`src/rtl/display_pkg.sv`:
```
// Shared definitions for the multiplexed 7-segment clock display driver:
// edit-field codes, special glyphs and decimal digit helpers.
package display_pkg;

  typedef enum logic [1:0] {
    FIELD_NONE = 2'd0,
    FIELD_HOUR = 2'd1,
    FIELD_MIN  = 2'd2,
    FIELD_SEC  = 2'd3
  } field_t;

  localparam logic [6:0] SEG_BLANK = 7'h00;
  localparam logic [6:0] SEG_DASH  = 7'h40;

  // Tens digit of a 0..63 value; only 0..59 reach the decoder unmasked.
  function automatic logic [3:0] tens_of(input logic [5:0] v);
    return 4'(v / 6'd10);
  endfunction

  // Ones digit of a 0..63 value.
  function automatic logic [3:0] ones_of(input logic [5:0] v);
    return 4'(v % 6'd10);
  endfunction

endpackage

```
`src/rtl/seg7_decoder.sv`:
```
// BCD to active-high 7-segment pattern, bit 0 = segment a .. bit 6 = segment g.
// Codes 10..15 never occur for in-range fields and decode to blank.
module seg7_decoder (
  input  logic [3:0] bcd,
  output logic [6:0] seg
);

  // Pure lookup of the glyph for one decimal digit.
  always_comb begin
    seg = 7'h00;
    case (bcd)
      4'd0: seg = 7'h3F;
      4'd1: seg = 7'h06;
      4'd2: seg = 7'h5B;
      4'd3: seg = 7'h4F;
      4'd4: seg = 7'h66;
      4'd5: seg = 7'h6D;
      4'd6: seg = 7'h7D;
      4'd7: seg = 7'h07;
      4'd8: seg = 7'h7F;
      4'd9: seg = 7'h6F;
      default: seg = 7'h00;
    endcase
  end

endmodule

```
`src/rtl/display_scan_driver.sv`:
```
// Time-multiplexed scan driver for an HHMMSS / HHMM 7-segment clock display.
// A strobed time value is held pending and only shown from the next frame
// boundary, so a frame never mixes two different times.
module display_scan_driver
  import display_pkg::*;
#(
  parameter int NUM_DIGITS   = 6,
  parameter int SCAN_DIV     = 50000,
  parameter int BLINK_FRAMES = 64,
  parameter int HOUR_LZB     = 1
) (
  input  logic                  clk,
  input  logic                  rst,
  input  logic                  time_valid,
  input  logic [4:0]            hour,
  input  logic [5:0]            minute,
  input  logic [5:0]            second,
  input  logic                  mode_12h,
  input  logic [1:0]            edit_field,
  output logic [7:0]            seg,
  output logic [NUM_DIGITS-1:0] digit_sel,
  output logic                  frame_start
);

  localparam int PW = $clog2(SCAN_DIV);
  localparam int IW = $clog2(NUM_DIGITS);
  localparam int BW = $clog2(BLINK_FRAMES) + 1;

  logic [PW-1:0] presc;
  logic [IW-1:0] idx;
  logic [BW-1:0] blink_cnt;
  logic          blink_phase;
  logic          tc;
  logic          frame_bnd;

  logic [4:0] pend_hour, disp_hour;
  logic [5:0] pend_min,  disp_min;
  logic [5:0] pend_sec,  disp_sec;

  logic [IW-1:0] pair;
  logic [IW-1:0] slot;
  logic [4:0]    hour_shown;
  logic          hour_ok;
  logic          pm;
  field_t        field;
  logic [5:0]    field_val;
  logic          field_ok;
  logic          upper;
  logic [3:0]    bcd;
  logic [6:0]    dec_seg;
  logic [6:0]    glyph;
  logic          dp;
  logic [NUM_DIGITS-1:0] sel_next;

  assign tc          = (presc == PW'(SCAN_DIV - 1));
  assign frame_bnd   = tc && (idx == IW'(NUM_DIGITS - 1));
  assign frame_start = frame_bnd;

  // Prescaler and digit index: one digit slot every SCAN_DIV cycles.
  always_ff @(posedge clk or posedge rst) begin
    if (rst) begin
      presc <= '0;
      idx   <= '0;
    end else if (tc) begin
      presc <= '0;
      idx   <= (idx == IW'(NUM_DIGITS - 1)) ? '0 : idx + 1'b1;
    end else begin
      presc <= presc + 1'b1;
    end
  end

  // Blink phase flips after every BLINK_FRAMES frame boundaries.
  always_ff @(posedge clk or posedge rst) begin
    if (rst) begin
      blink_cnt   <= '0;
      blink_phase <= 1'b0;
    end else if (frame_bnd) begin
      if (blink_cnt == BW'(BLINK_FRAMES - 1)) begin
        blink_cnt   <= '0;
        blink_phase <= ~blink_phase;
      end else begin
        blink_cnt <= blink_cnt + 1'b1;
      end
    end
  end

  // Two-stage time capture: strobe into pending, pending into display at frame boundary.
  always_ff @(posedge clk or posedge rst) begin
    if (rst) begin
      pend_hour <= '0;
      pend_min  <= '0;
      pend_sec  <= '0;
      disp_hour <= '0;
      disp_min  <= '0;
      disp_sec  <= '0;
    end else begin
      if (frame_bnd) begin
        disp_hour <= pend_hour;
        disp_min  <= pend_min;
        disp_sec  <= pend_sec;
      end
      if (time_valid) begin
        pend_hour <= hour;
        pend_min  <= minute;
        pend_sec  <= second;
      end
    end
  end

  // Each pair of digits is one field; in 4-digit mode the seconds pair is absent.
  assign pair  = idx >> 1;
  assign slot  = (NUM_DIGITS == 6) ? pair : pair + 1'b1;
  assign upper = idx[0];

  // Hour as shown on the display, plus the PM flag for 12-hour mode.
  always_comb begin
    hour_ok    = (disp_hour <= 5'd23);
    hour_shown = disp_hour;
    if (mode_12h) begin
      if (disp_hour == 5'd0) begin
        hour_shown = 5'd12;
      end else if (disp_hour > 5'd12) begin
        hour_shown = disp_hour - 5'd12;
      end
    end
    pm = mode_12h && hour_ok && (disp_hour >= 5'd12);
  end

  // Select the field and its value for the digit currently being scanned.
  always_comb begin
    field     = FIELD_NONE;
    field_val = '0;
    field_ok  = 1'b1;
    if (slot == IW'(0)) begin
      field     = FIELD_SEC;
      field_val = disp_sec;
      field_ok  = (disp_sec <= 6'd59);
    end else if (slot == IW'(1)) begin
      field     = FIELD_MIN;
      field_val = disp_min;
      field_ok  = (disp_min <= 6'd59);
    end else if (slot == IW'(2)) begin
      field     = FIELD_HOUR;
      field_val = {1'b0, hour_shown};
      field_ok  = hour_ok;
    end
    bcd = upper ? tens_of(field_val) : ones_of(field_val);
  end

  seg7_decoder u_dec (
    .bcd (bcd),
    .seg (dec_seg)
  );

  // Glyph overrides: blink mask wins over dash, dash wins over leading-zero blank.
  always_comb begin
    glyph = dec_seg;
    if (!field_ok) begin
      glyph = SEG_DASH;
    end else if ((HOUR_LZB != 0) && (field == FIELD_HOUR) && upper && (bcd == 4'd0)) begin
      glyph = SEG_BLANK;
    end
    if (blink_phase && (field != FIELD_NONE) && (edit_field == field)) begin
      glyph = SEG_BLANK;
    end
    dp       = pm && (idx == '0);
    sel_next = NUM_DIGITS'(1) << idx;
  end

  // Register segment and digit drive so they change together, one cycle after the index.
  always_ff @(posedge clk or posedge rst) begin
    if (rst) begin
      seg       <= '0;
      digit_sel <= '0;
    end else begin
      seg       <= {dp, glyph};
      digit_sel <= sel_next;
    end
  end

endmodule
```
`config.mk`:
```
export PLATFORM = sky130hd
export DESIGN_NAME = display_scan_driver
export DESIGN_NICKNAME = d
export VERILOG_FILES = /design/src/rtl/display_pkg.sv /design/src/rtl/seg7_decoder.sv /design/src/rtl/display_scan_driver.sv
export SDC_FILE = /design/constraint.sdc
export NUM_CORES = 1
export LEC_CHECK = 0
export ABC_AREA = 1
export CAP_MARGIN = 10
export CORE_ASPECT_RATIO = 1.4
export CORE_UTILIZATION = 40
export DETAILED_ROUTE_END_ITERATION = 7
export GPL_TIMING_DRIVEN = 0
export HOLD_SLACK_MARGIN = 0.1
export PLACE_DENSITY = 0.56
export SYNTH_ARGS = -nofsm -noshare
export SYNTH_HDL_FRONTEND = slang
export SYNTH_SLANG_ARGS = --single-unit
```
`constraint.sdc`:
```
create_clock -name clk -period 5.2 [get_ports clk]
set_input_delay 0.52 -clock clk [delete_from_list [all_inputs] [get_ports clk]]
set_output_delay 0.52 -clock clk [all_outputs]
set_load 0.005 [all_outputs]
```
==> results_tabular.tex <==
\begin{tabular}{lr}
\hline
Metric & Value \\
\hline
\multicolumn{2}{l}{\textbf{Synthesis}} \\
\quad Multiplexer fraction of the synthesized cell area & 2.57\% \\
\quad Number of flops mapped to enable cells by yosys & 0 \\
\quad Main combinational cell family by area after synthesis & simple AND/OR/NAND/NOR gates \\
\quad XOR/XNOR share of the synthesized area & approximately 1.3\% \\
\quad Async S/R FF share, synth & 100\% \\
\quad Compound-cell area share of the yosys netlist & between 10\% and 20\% \\
\quad Share of synthesized cell area in full adder, half adder and majority cells & 4.77\% \\
\quad Post-Synthesis Net Count & between 500 and 600 \\
\quad Area fraction in and, or, nand and nor cells after synthesis & 23.9\% \\
\quad Primary flip-flop cell chosen by synthesis mapping & dfrtp\_1 \\
\quad Avg Inst Size Synth & 8.45 µm² \\
\quad Synth unique cells & 37 \\
\quad YS warnings & 0 \\
\quad Post-synthesis instance total & 466 \\
\quad Yosys reg bits & 75 \\
\quad Post-synthesis instance area & 3940 µm² \\
\quad Share of the yosys chip area belonging to registers & roughly 48\% \\
\multicolumn{2}{l}{\textbf{Global route}} \\
\quad Largest net degree at the start of global routing & 70 \\
\quad All-Layer GR Usage & 17.7\% \\
\quad Antenna violations before repair & 0 \\
\quad Via count of the first global-routing pass & 3066 \\
\quad Most congested layer reported by global routing & met2 \\
\quad Met1 routing resource usage after global routing & 22.0\% \\
\quad First-pass GRT wire length & 14.0 mm \\
\quad Met2 usage & 29.5\% \\
\quad Met3 Usage GRT & approximately 3.3\% \\
\quad Global route overflow & 0 \\
\multicolumn{2}{l}{\textbf{Power}} \\
\quad Total leakage power & 0.00231 µW \\
\quad Power, Total & 1320 µW \\
\quad Areal power density over the cells & 273 nW/µm² \\
\quad Sequential share of power & between 40\% and 50\% \\
\quad Net switching power & 275 µW \\
\quad Share of total power in combinational logic & under 10\% \\
\quad Worst IR drop on VDD & around 0.16 mV \\
\quad Internal power component & 1040 µW \\
\quad Switching power as a share of total power & about a fifth \\
\quad Clk network pwr share & 50.4\% \\
\multicolumn{2}{l}{\textbf{Clock network}} \\
\quad CTS Hold Buffers Added & 0 \\
\quad Clock tree from TritonCTS & yes \\
\quad Post-CTS sizing & 0 \\
\quad Max clock buf depth & 2 \\
\quad H-tree depth reported by CTS & 3 \\
\quad Number of setup buffers added after CTS & 0 \\
\quad Clock latency on the worst-skew pair & 340 ps \\
\quad Clock Pin Slew Worst Setup and Hold Paths & $\sim$60 ps \\
\quad CTS buffer count & 9 \\
\quad Clk sinks & 75 \\
\quad Master cell of the clock root buffer & clkbuf\_16 \\
\multicolumn{2}{l}{\textbf{Layout}} \\
\quad Number of nets in the layout & approximately 550 \\
\quad Number of antenna repair diodes & 0 \\
\quad Final cell count without fillers & between 600 and 700 \\
\quad Most common library cell in the layout ignoring fill and taps & nand2\_1 \\
\quad Number of filler cells placed in the layout & 942 \\
\quad Proportion of layout cells with a drive suffix above 1 & 12.9\% \\
\quad Final instance area & 4810 µm² \\
\quad Post-synthesis to final-layout area growth & 22.2\% \\
\quad Most frequent cells in the layout & 88 x nand2\_1, 75 x dfrtp\_1, 66 x inv\_1 \\
\multicolumn{2}{l}{\textbf{Floorplan}} \\
\quad Placeable core area & 9510 µm² \\
\quad Count of boundary I/O pins & 38 \\
\quad Effective utilization at floorplan & 41.4\% \\
\quad Die footprint & 10300 µm² \\
\quad Die width & 85.9 µm \\
\quad Die height & around 120 µm \\
\quad Number of core rows & 42 \\
\multicolumn{2}{l}{\textbf{Setup path}} \\
\quad Register-to-register setup slack & 1500 ps \\
\quad Critical Setup Path Class & input pin to flop \\
\quad Element type at the critical path end & flop \\
\quad Slowest Stage Delay on Critical Path & 540 ps \\
\quad Endpoint required time on the critical path & 5420 ps \\
\quad Worst Path Buf+Inv & 4 \\
\quad Setup crit start kind & input pin \\
\quad Worst-path maximum fanout & 5 \\
\quad Cell type of the slowest stage on the worst timing path & clkdlybuf4s50\_1 \\
\quad Top cell family by delay on the critical path & simple AND/OR/NAND/NOR gates \\
\quad Data arrival time at the worst-slack endpoint & 4050 ps \\
\quad Most common cell type on the critical path & nand2\_1 \\
\multicolumn{2}{l}{\textbf{Timing}} \\
\quad Final Cycle Share & roughly three quarters \\
\quad Number of max-slew violations in the final report & 0 \\
\quad Number of hold violations in the final report & 0 \\
\quad Achievable clock frequency & 261 MHz \\
\quad Minimum hold slack & 421 ps \\
\quad Slew HR & 56.8\% \\
\quad Clock period minus worst slack & 3830 ps \\
\quad Setup-failing EPs final & 0 \\
\quad Setup repair after global routing missed its margin & false \\
\quad Sum Neg Setup Slack & 0 ps \\
\quad Least-Margin Pin Slew & 632 ps \\
\quad Setup Skew & 5.78 ps \\
\multicolumn{2}{l}{\textbf{Route}} \\
\quad Via total after detailed routing & 3136 \\
\quad DRT iter0 DRCs & 173 \\
\quad Remaining number of nets flagged by the antenna check after routing & 0 \\
\quad Detail-routed net length per standard cell & 12.5 µm \\
\quad Number of design rule violations left after detail routing & 0 \\
\quad Detail-routed via count per cell & 4.82 \\
\quad DRT Wirelength & 8.14 mm \\
\quad Detailed-routing iteration count for the pre-antenna-repair pass & 4 \\
\multicolumn{2}{l}{\textbf{Hold path}} \\
\quad Worst min-delay path category & input pin to asynchronous set/reset pin \\
\multicolumn{2}{l}{\textbf{Place}} \\
\quad Final HPWL DP & 6.03 mm \\
\quad I/O Buffers & 36 \\
\quad Number of cells in the design after placement & 635 \\
\quad Placed Instance Area & 4490 µm² \\
\quad Final weighted congestion of routability-driven global placement & 0.868 \\
\multicolumn{2}{l}{\textbf{Job}} \\
\quad Number of maximum-capacitance constraint violations & 0 \\
\multicolumn{2}{l}{\textbf{Status}} \\
\quad Status & complete, no violations \\
\hline
\end{tabular}
==> cell usage after synthesis (2+ instances only) <==
master | n | share of area (%)
nand4_1 | 8 | 1.3
o21ai_2 | 2 | 0.44
nand3_2 | 2 | 0.51
nor2_1 | 39 | 3.7
nor3_1 | 9 | 1.1
o22ai_1 | 2 | 0.32
nand3_1 | 27 | 3.4
nand2_4 | 6 | 1.7
o21ai_1 | 2 | 0.25
a21oi_2 | 3 | 0.67
nand2_2 | 11 | 1.7
o211ai_1 | 2 | 0.38
dfrtp_1 | 75 | 48
nand3b_1 | 3 | 0.57
xnor2_1 | 3 | 0.67
inv_1 | 67 | 6.4
nand2_1 | 88 | 8.4
a31oi_1 | 3 | 0.48
mux2_2 | 9 | 2.6
o21ai_0 | 35 | 4.4
nor4_1 | 2 | 0.32
clkinv_1 | 2 | 0.19
ha_1 | 15 | 4.8
nor2_2 | 2 | 0.32
a21oi_1 | 19 | 2.4
xor2_1 | 3 | 0.67
inv_2 | 10 | 0.95
clkbuf_1 | 7 | 0.67
o31ai_1 | 2 | 0.38
==> registers in the layout, indices dropped and copies added, names as in the netlist, 6 cells and up <==
| signal | cells |
|---|---|
| blink_cnt | 7 |
| pend_sec | 6 |
| disp_min | 6 |
| seg | 8 |
| disp_sec | 6 |
| pend_min | 6 |
| presc | 16 |
| digit_sel | 6 |
==> power groups by stage <==
stage | Clock [µW] | Combinational (µW) | Sequential (µW)
after floorplan | 0 | 25.8 | 610
after CTS | 680 | 53.1 | 602
after detailed placement | 0 | 52.9 | 612
after global routing | 705 | 57.7 | 603
after global placement | 0 | 48.8 | 612
final | 663 | 51.3 | 602
==> per-layer routing <==
metal	wire length (µm)	vias to the layer above
met3	187	11
li1	-	1604
met5	0	-
met1	3770	1488
met2	4030	33
met4	163	0
==> cells by family after synthesis <==
group | after synthesis
multiplexers | 9
buffers and inverters | 86
adder cells (fa/ha/maj) | 15
XOR/XNOR | 6
flip-flops | 75
AND/OR/NAND/NOR | 199
AO/OA/AOI/OAI | 76
==> final cells by class <==
cell class	instances	area, µm²	area share [%]
flip-flops and latches	75	1880	39.0
clock inverters	7	92.6	1.92
multi-input cells	305	1740	36.1
repair buffers	37	388	8.06
plain buffers	7	26.3	0.546
inverters	79	299	6.22
clock buffers	9	225	4.68
well taps	132	165	3.43
==> path summary, 6_finish.rpt <==
| check | depth (start not counted) | end | from |
|---|---|---|---|
| hold / removal | 2 | seg[0] | rst |
| setup / recovery | 28 | seg[2] | mode_12h |
| min in group clk | 1 | presc[0] | presc[0] |
| setup reg to reg | 27 | seg[2] | disp_hour[2] |
| hold reg to reg | 1 | presc[0] | presc[0] |
| max in group asynchronous | 3 | disp_hour[1] | rst |
==> through the flow <==
stage | setup slack [ps] | util, %
final | 1370 | 50.6
after CTS | 1360 | 50.6
after global routing | 1000 | 50.6
after global placement | 1050 | 46.9
after floorplan | 1970 | -
after detailed placement | 1010 | 47.2
(Power assumes the default switching activity.)
